[src/rtl/fub_queue.sv]
// Functional-unit output buffer: a collapsing, age-ordered queue that offers its
// oldest result to the CDB, with branch-mask squash/clear and sticky overflow.
module fub_queue #(
    parameter int  DEPTH   = 4,
    parameter int  DATA_W  = 64,
    parameter int  TAG_W   = 6,
    parameter int  BMASK_W = 4,
    parameter int  BSPTR_W = 2,
    localparam int CNT_W   = $clog2(DEPTH + 1)
) (
    input  logic               clk,
    input  logic               reset,
    input  logic               fu_done,
    input  logic [DATA_W-1:0]  fu_result,
    input  logic [TAG_W-1:0]   fu_tagDest,
    input  logic [BMASK_W-1:0] fu_bmask,
    input  logic               cdb_stall,
    input  logic               br_fub_done_in,
    input  logic               br_fub_pred_wrong_in,
    input  logic [BSPTR_W-1:0] br_fub_bs_ptr_in,
    output logic               fub_busy,
    output logic               fub_valid,
    output logic [DATA_W-1:0]  fub_result,
    output logic [TAG_W-1:0]   fub_tagDest,
    output logic [BMASK_W-1:0] fub_bmask,
    output logic [CNT_W-1:0]   fub_count,
    output logic               fub_overflow
);

    logic [DATA_W-1:0]  data_q  [DEPTH];
    logic [DATA_W-1:0]  data_d  [DEPTH];
    logic [TAG_W-1:0]   tag_q   [DEPTH];
    logic [TAG_W-1:0]   tag_d   [DEPTH];
    logic [BMASK_W-1:0] bmask_q [DEPTH];
    logic [BMASK_W-1:0] bmask_d [DEPTH];
    logic [CNT_W-1:0]   count_q, count_d;
    logic               overflow_q;

    logic [BMASK_W-1:0] clr_mask;
    logic [DEPTH-1:0]   squash;
    logic [DEPTH-1:0]   keep;
    logic               mispredict, in_squash, deq, enq;

    assign mispredict = br_fub_done_in & br_fub_pred_wrong_in;

    always_comb begin
        clr_mask = '0;
        if (br_fub_done_in && !br_fub_pred_wrong_in) clr_mask[br_fub_bs_ptr_in] = 1'b1;
    end

    always_comb begin
        squash = '0;
        for (int i = 0; i < DEPTH; i++) squash[i] = mispredict & bmask_q[i][br_fub_bs_ptr_in];
    end

    // Busy looks only at the registered count, so the FU never sees a path from the CDB or branch unit.
    assign fub_busy  = (count_q == CNT_W'(DEPTH));
    assign fub_valid = (count_q != '0) & ~squash[0];
    assign deq       = fub_valid & ~cdb_stall;
    assign in_squash = mispredict & fu_bmask[br_fub_bs_ptr_in];
    assign enq       = fu_done & ~fub_busy & ~in_squash;

    always_comb begin
        keep = '0;
        for (int i = 0; i < DEPTH; i++)
            keep[i] = (i < int'(count_q)) && !squash[i] && !((i == 0) && deq);
    end

    // NOTE: every _d signal gets a default before any conditional write so no latch is inferred.
    always_comb begin
        int n;
        n       = 0;
        data_d  = data_q;
        tag_d   = tag_q;
        bmask_d = bmask_q;
        for (int i = 0; i < DEPTH; i++) begin
            if (keep[i]) begin
                for (int j = 0; j < DEPTH; j++) begin
                    if (j == n) begin
                        data_d[j]  = data_q[i];
                        tag_d[j]   = tag_q[i];
                        bmask_d[j] = bmask_q[i] & ~clr_mask;
                    end
                end
                n++;
            end
        end
        if (enq) begin
            for (int j = 0; j < DEPTH; j++) begin
                if (j == n) begin
                    data_d[j]  = fu_result;
                    tag_d[j]   = fu_tagDest;
                    bmask_d[j] = fu_bmask & ~clr_mask;
                end
            end
        end
        count_d = CNT_W'(n + (enq ? 1 : 0));
    end

    // NOTE: the small entry storage is reset too, so the head outputs read zero straight out of reset.
    always_ff @(posedge clk or negedge reset) begin
        if (!reset) begin
            count_q    <= '0;
            overflow_q <= 1'b0;
            for (int i = 0; i < DEPTH; i++) begin
                data_q[i]  <= '0;
                tag_q[i]   <= '0;
                bmask_q[i] <= '0;
            end
        end else begin
            count_q    <= count_d;
            overflow_q <= overflow_q | (fu_done & fub_busy);
            data_q     <= data_d;
            tag_q      <= tag_d;
            bmask_q    <= bmask_d;
        end
    end

    assign fub_result   = data_q[0];
    assign fub_tagDest  = tag_q[0];
    assign fub_bmask    = bmask_q[0] & ~clr_mask;
    assign fub_count    = count_q;
    assign fub_overflow = overflow_q;

endmodule

[config.mk]
export PLATFORM = sky130hd
export DESIGN_NAME = fub_queue
export DESIGN_NICKNAME = d
export VERILOG_FILES = /design/src/rtl/fub_queue.sv
export SDC_FILE = /design/constraint.sdc
export NUM_CORES = 1
export LEC_CHECK = 0
export BUFFER_PORTS_ARGS = -buffer_cell sky130_fd_sc_hd__buf_2
export CAP_MARGIN = 15
export CORE_MARGIN = 2
export CORE_UTILIZATION = 28
export DETAILED_ROUTE_END_ITERATION = 8
export GPL_TIMING_DRIVEN = 0
export HOLD_SLACK_MARGIN = 0.15
export PLACE_DENSITY_LB_ADDON = 0.3
export SETUP_SLACK_MARGIN = 0.15
export SKIP_CTS_REPAIR_TIMING = 1
export SYNTH_ARGS = -nofsm -noshare
export SYNTH_HDL_FRONTEND = slang
export SYNTH_SLANG_ARGS = --single-unit
[constraint.sdc]
create_clock -name clk -period 4.3 [get_ports clk]
set_input_delay 0.645 -clock clk [delete_from_list [all_inputs] [get_ports clk]]
set_output_delay 0.645 -clock clk [all_outputs]
set_load 0.01 [all_outputs]
After elaboration in Yosys (flattened, before gate mapping)
Cells that the tools add are included.
Word-level totals
  register bits: 300
  output and inout bits: 80
  logic and storage cells: 154
Operators by class
  $add $sub $neg: 4
  magnitude comparators: 6
  multiplexer cells: 77
  reduce and logical (&&, ||, !) cells: 18
  equal/unequal tests: 13
  bitwise gates (word level): 22
Operators with widths (count)
  $mux W256: 4
  $mux W64: 15
  $eq A3 B32 Y1 const A: 8
  $eq A2 B32 Y1 const A: 4
  $logic_not A32 Y1: 4
  $add A32 B2 Y32 const B: 3
  $mux W24: 4
  $mux W32: 3
  $mux W6: 15
  $mux W4: 18
  $mux W16: 4
  $and A4 B4 Y4: 5
  $and A1 B1 Y1: 11
  $bmux W1 S2: 5
  $mux W1: 8
  $logic_and A1 B1 Y1: 7
  $logic_not A1 Y1: 6
  $lt A1 B3 Y1 const A: 2
  $lt A2 B3 Y1 const A: 2
  $not A1 Y1: 4
  $not A4 Y4: 1
  $add A3 B2 Y3: 1
  $eq A3 B3 Y1 const B: 1
  $lt A2 B3 Y1 const B: 1
  4 further kinds: 4

Logic depth before layout (Yosys ltp)
  depth after elaboration: 18
  mapped depth: 17

Least setup slack after synthesis
OpenSTA, ideal clock, no wires.
  kind: in2reg
  start: input br_fub_bs_ptr_in[1]
  end: register data_q[10] (netlist name)
  cell stages on the path: 16
  required time: 4175 ps
  arrival: 3910 ps
  path slack: 265 ps
  buffers on the path: 6
  setup time: 125 ps
  path through: buf_2 -> buf_4 -> mux2i_1 -> o221a_2 -> buf_2 -> ha_1 -> clkbuf_1 -> inv_1 -> xnor2_4 -> ha_1 -> ha_1 -> a21oi_1 -> buf_2 -> buf_2 -> mux2_2 -> mux2_2
RTL lines
  from (decl): line 20  | input logic [BSPTR_W-1:0] br_fub_bs_ptr_in,
  to (signal assigned): line 113  | data_q <= data_d;
  to (decl): line 30  | logic [DATA_W-1:0] data_q [DEPTH];

==> impl_metrics.toml <==
[synthesis]
number_of_synthesized_flops_with_an_enable_pin = 0
postSynthCellCount = 1580
syn-mean-instance-area_um2 = 11.37
synth_async_sr_flop_share = 1.000
synth_ff_type = "dfrtp_1"
synth_cell_types = 54
yosysWarningCount = 0
syn_area_um2 = 17970
ys_seq_area_frac = 0.4178
syn_nets = 1671
register_bit_total_from_synthesis = 300

[layout]
num-nets-final = 1875
postLayoutCoreUtil = 0.3369
most_common_library_cell_in_the_layout_ignoring_fill_and_taps = "mux2_2"
drive_gt1_frac = 0.4483
syn2layout_area_growth_pct = 18.72
num-fill-cells = 6430
mostFrequentLayoutCells = "mux2_2, dfrtp_1, buf_2, mux2i_1, nand2_1"

[floorplan]
std_cell_rows = 92
dieArea_um2 = 66220
ioPinCount = 162
die_width_um = 257.3
design.core.area_um2 = 63310
chipHeight_um = 257.3
start_util = 0.2838

[route]
drtAntennaViolNets = 0
postRouteWirelength_um = 55730
avgViaCountPerCell = 4.987
drcViolationCount = 0
wl_per_cell_um = 20.97
drt_first_pass_iters = 5
drt_first_iter_violations = 746
routed-via-count = 13250

[worst_setup_path]
cp_data_arrival_time_ns = 4.43
worstReg2RegEnd = "fub_result[39]"
reg2reg_setup_slack_ns = 0.39
r2r-start = "fub_count[0]"
required_time_worst_endpoint_ns = 4.73
timing.setup.critical_path_class = "in2reg"
worstPathCellList = "buf_2, buf_4, mux2i_2, o221a_2, buf_2, ha_1, clkbuf_2, inv_1, xnor2_4, inv_1, ha_1, o211a_1, buf_2, nor2_4, buf_12, buf_2, a211oi_1, mux2_2"
critical_path.slowest_cell = "mux2i_2"
setup.worst_path.end_class = "register"
setup.worst_path.start_class = "input port"
critical_path.most_common_cell = "buf_2"
number_of_buffers_and_inverters_on_the_critical_path = 9
timing.reg2reg.worst_path_depth = 16
slowest_delay_ns = 0.31
crit_fanout = 10
critical_path.top_delay_family = "buffers and inverters"

[clock_network]
clk_latency_ns = 0.56
cts.reportedPaths.clkPinSlew_ns = 0.05
cts_tree = "done"
cts_sinks = 300
cts_inserted_buffers = 38
max-clock-path-buffers = 3
deepest_level_of_the_cts_h_tree = 2
ctsRootBufferMaster = "clkbuf_16"

[placement]
post-place-ws_ns = -1.218
dpl.hpwl_um = 36910
numPortBuffers = 159
gp_routability_congestion = 0.8478

[timing]
hold_viol = 0
slew_at_the_pin_closest_to_its_max_slew_limit_ns = 0.7506
slew_viol_final = 0
unrepaired_setup_endpoints_after_global_routing = "no"
finalCritPeriodShare = 0.9303
max_freq_ghz = 0.2500
time_the_final_worst_path_needs_with_i_o_delays_and_setup_ns = 4.000
layout_setup_ws_ns = 0.2995
setup_viol = 0
max-slew-margin-rel = 0.4984
skew_ns = 0.01939

[global_route]
gr-usage-all-layers = 0.1665
grt_max_degree = 116
grt_pass1_wl_um = 85480
aggregate_global_routing_overflow = 0
antenna_found_initial = 9
grt_pass1_vias = 14180

[run]
cap_violations = 0

[min_path]
min-delay-start = "fu_done"
hold_path_class = "in2reg"
timing.hold.worst_path_depth = 2
worst_hold_path.endpoint = "fub_overflow"

[power_and_ir_drop]
power.density_cell_area_nw_per_um2 = 831.0
power.static_leakage_nw = 9.387
peakVddDrop_mv = 0.2909

[outcome]
status = "finished, final reports clean"
-- synthesized netlist by cell type, types with 5 or more instances --
library cell | number | area share
mux2_2 | 403 | 0.25
dfrtp_1 | 300 | 0.42
mux2i_1 | 168 | 0.094
nand2_1 | 93 | 0.019
buf_4 | 85 | 0.036
o21ai_0 | 79 | 0.022
nor2_1 | 78 | 0.016
nor3_1 | 74 | 0.021
a211oi_1 | 70 | 0.029
buf_2 | 43 | 0.012
clkbuf_1 | 38 | 0.0079
buf_6 | 20 | 0.013
mux2_1 | 18 | 0.011
ha_1 | 9 | 0.0063
nand3_1 | 9 | 0.0025
inv_1 | 8 | 0.0017
o211ai_1 | 8 | 0.0033
a21oi_1 | 7 | 0.0019
a32oi_1 | 5 | 0.0024
o22ai_1 | 5 | 0.0017
-- routing by layer --
metal  part of all wire  track usage  vias up
li1                   -            -     6100
met1               0.45       0.2173     6763
met2               0.48       0.2817      299
met5            0.00063            0        -
met4              0.024      0.04592        6
met3              0.041      0.03024       83
-- sequential cells by signal, summed over array words and instances, names as in the netlist --
name          cells
bmask_q          16
tag_q            18
fub_result       64
data_q          192
fub_count         3
fub_overflow      1
fub_tagDest       6
-- where the power goes --
group / internal [mW] / switching, mW / leakage (nW)
Sequential: 4.36 / 1.17 / 3.61
Combinational: 4.85 / 3.99 / 5.14
Clock: 2.08 / 1.28 / 0.636
-- cell families (layout without fill, tap and decap cells) --
| group | after synthesis | in the layout | share of synthesized area |
|---|---|---|---|
| AO/OA/AOI/OAI | 208 | 208 | 0.07792 |
| buffers and inverters | 197 | 426 | 0.07026 |
| flip-flops | 300 | 300 | 0.4178 |
| adder cells (fa/ha/maj) | 9 | 9 | 0.006267 |
| XOR/XNOR | 3 | 3 | 0.002507 |
| other | 0 | 2 | 0 |
| AND/OR/NAND/NOR | 273 | 273 | 0.06657 |
| multiplexers | 590 | 590 | 0.3587 |
-- area by class of cell --
class,count,area (um^2),area share
timing repair buffer,164,898.4,0.04211
antenna,2,5.005,0.0002346
buffer,189,1305,0.06118
clock buffer,56,1150,0.05390
multi-input combinational,1083,9220,0.4322
clock inverter,9,157.7,0.007390
sequential,300,7507,0.3519
inverter,8,30.03,0.001408
tap,846,1059,0.04962
-- worst max-delay path by stage --
stage | start | end | depth (start not counted) | slack (ns)
final | br_fub_bs_ptr_in[1] | fub_result[39] | 18 | 0.30
after global routing | br_fub_bs_ptr_in[1] | fub_result[39] | 18 | 0.15
after floorplan | br_fub_bs_ptr_in[1] | data_q[10] | 16 | 0.27
after CTS | br_fub_bs_ptr_in[1] | fub_result[55] | 17 | -0.62
after detailed placement | br_fub_bs_ptr_in[1] | fub_result[55] | 17 | -1.22
after global placement | reset | fub_result[40] | 1 | -3.45
-- through the flow --
stage / TNS, ns / instances / power (mW) / hold WS [ns] / cell area, um^2
floorplan: 0 / 1580 / 11.92 / 0.3494 / 17970
global placement: -1191.99 / 2585 / 14.06 / 0.4402 / 19820
detailed placement: -191.41 / 2587 / 14.37 / 0.4471 / 19890
CTS: -43.14 / 2652 / 17.84 / 0.1113 / 21200
global route: 0 / 2655 / 18.96 / 0.3264 / 21330
finish: 0 / 2657 / 17.73 / 0.3254 / 21330
No activity file was read; power rests on OpenSTA's default activity.
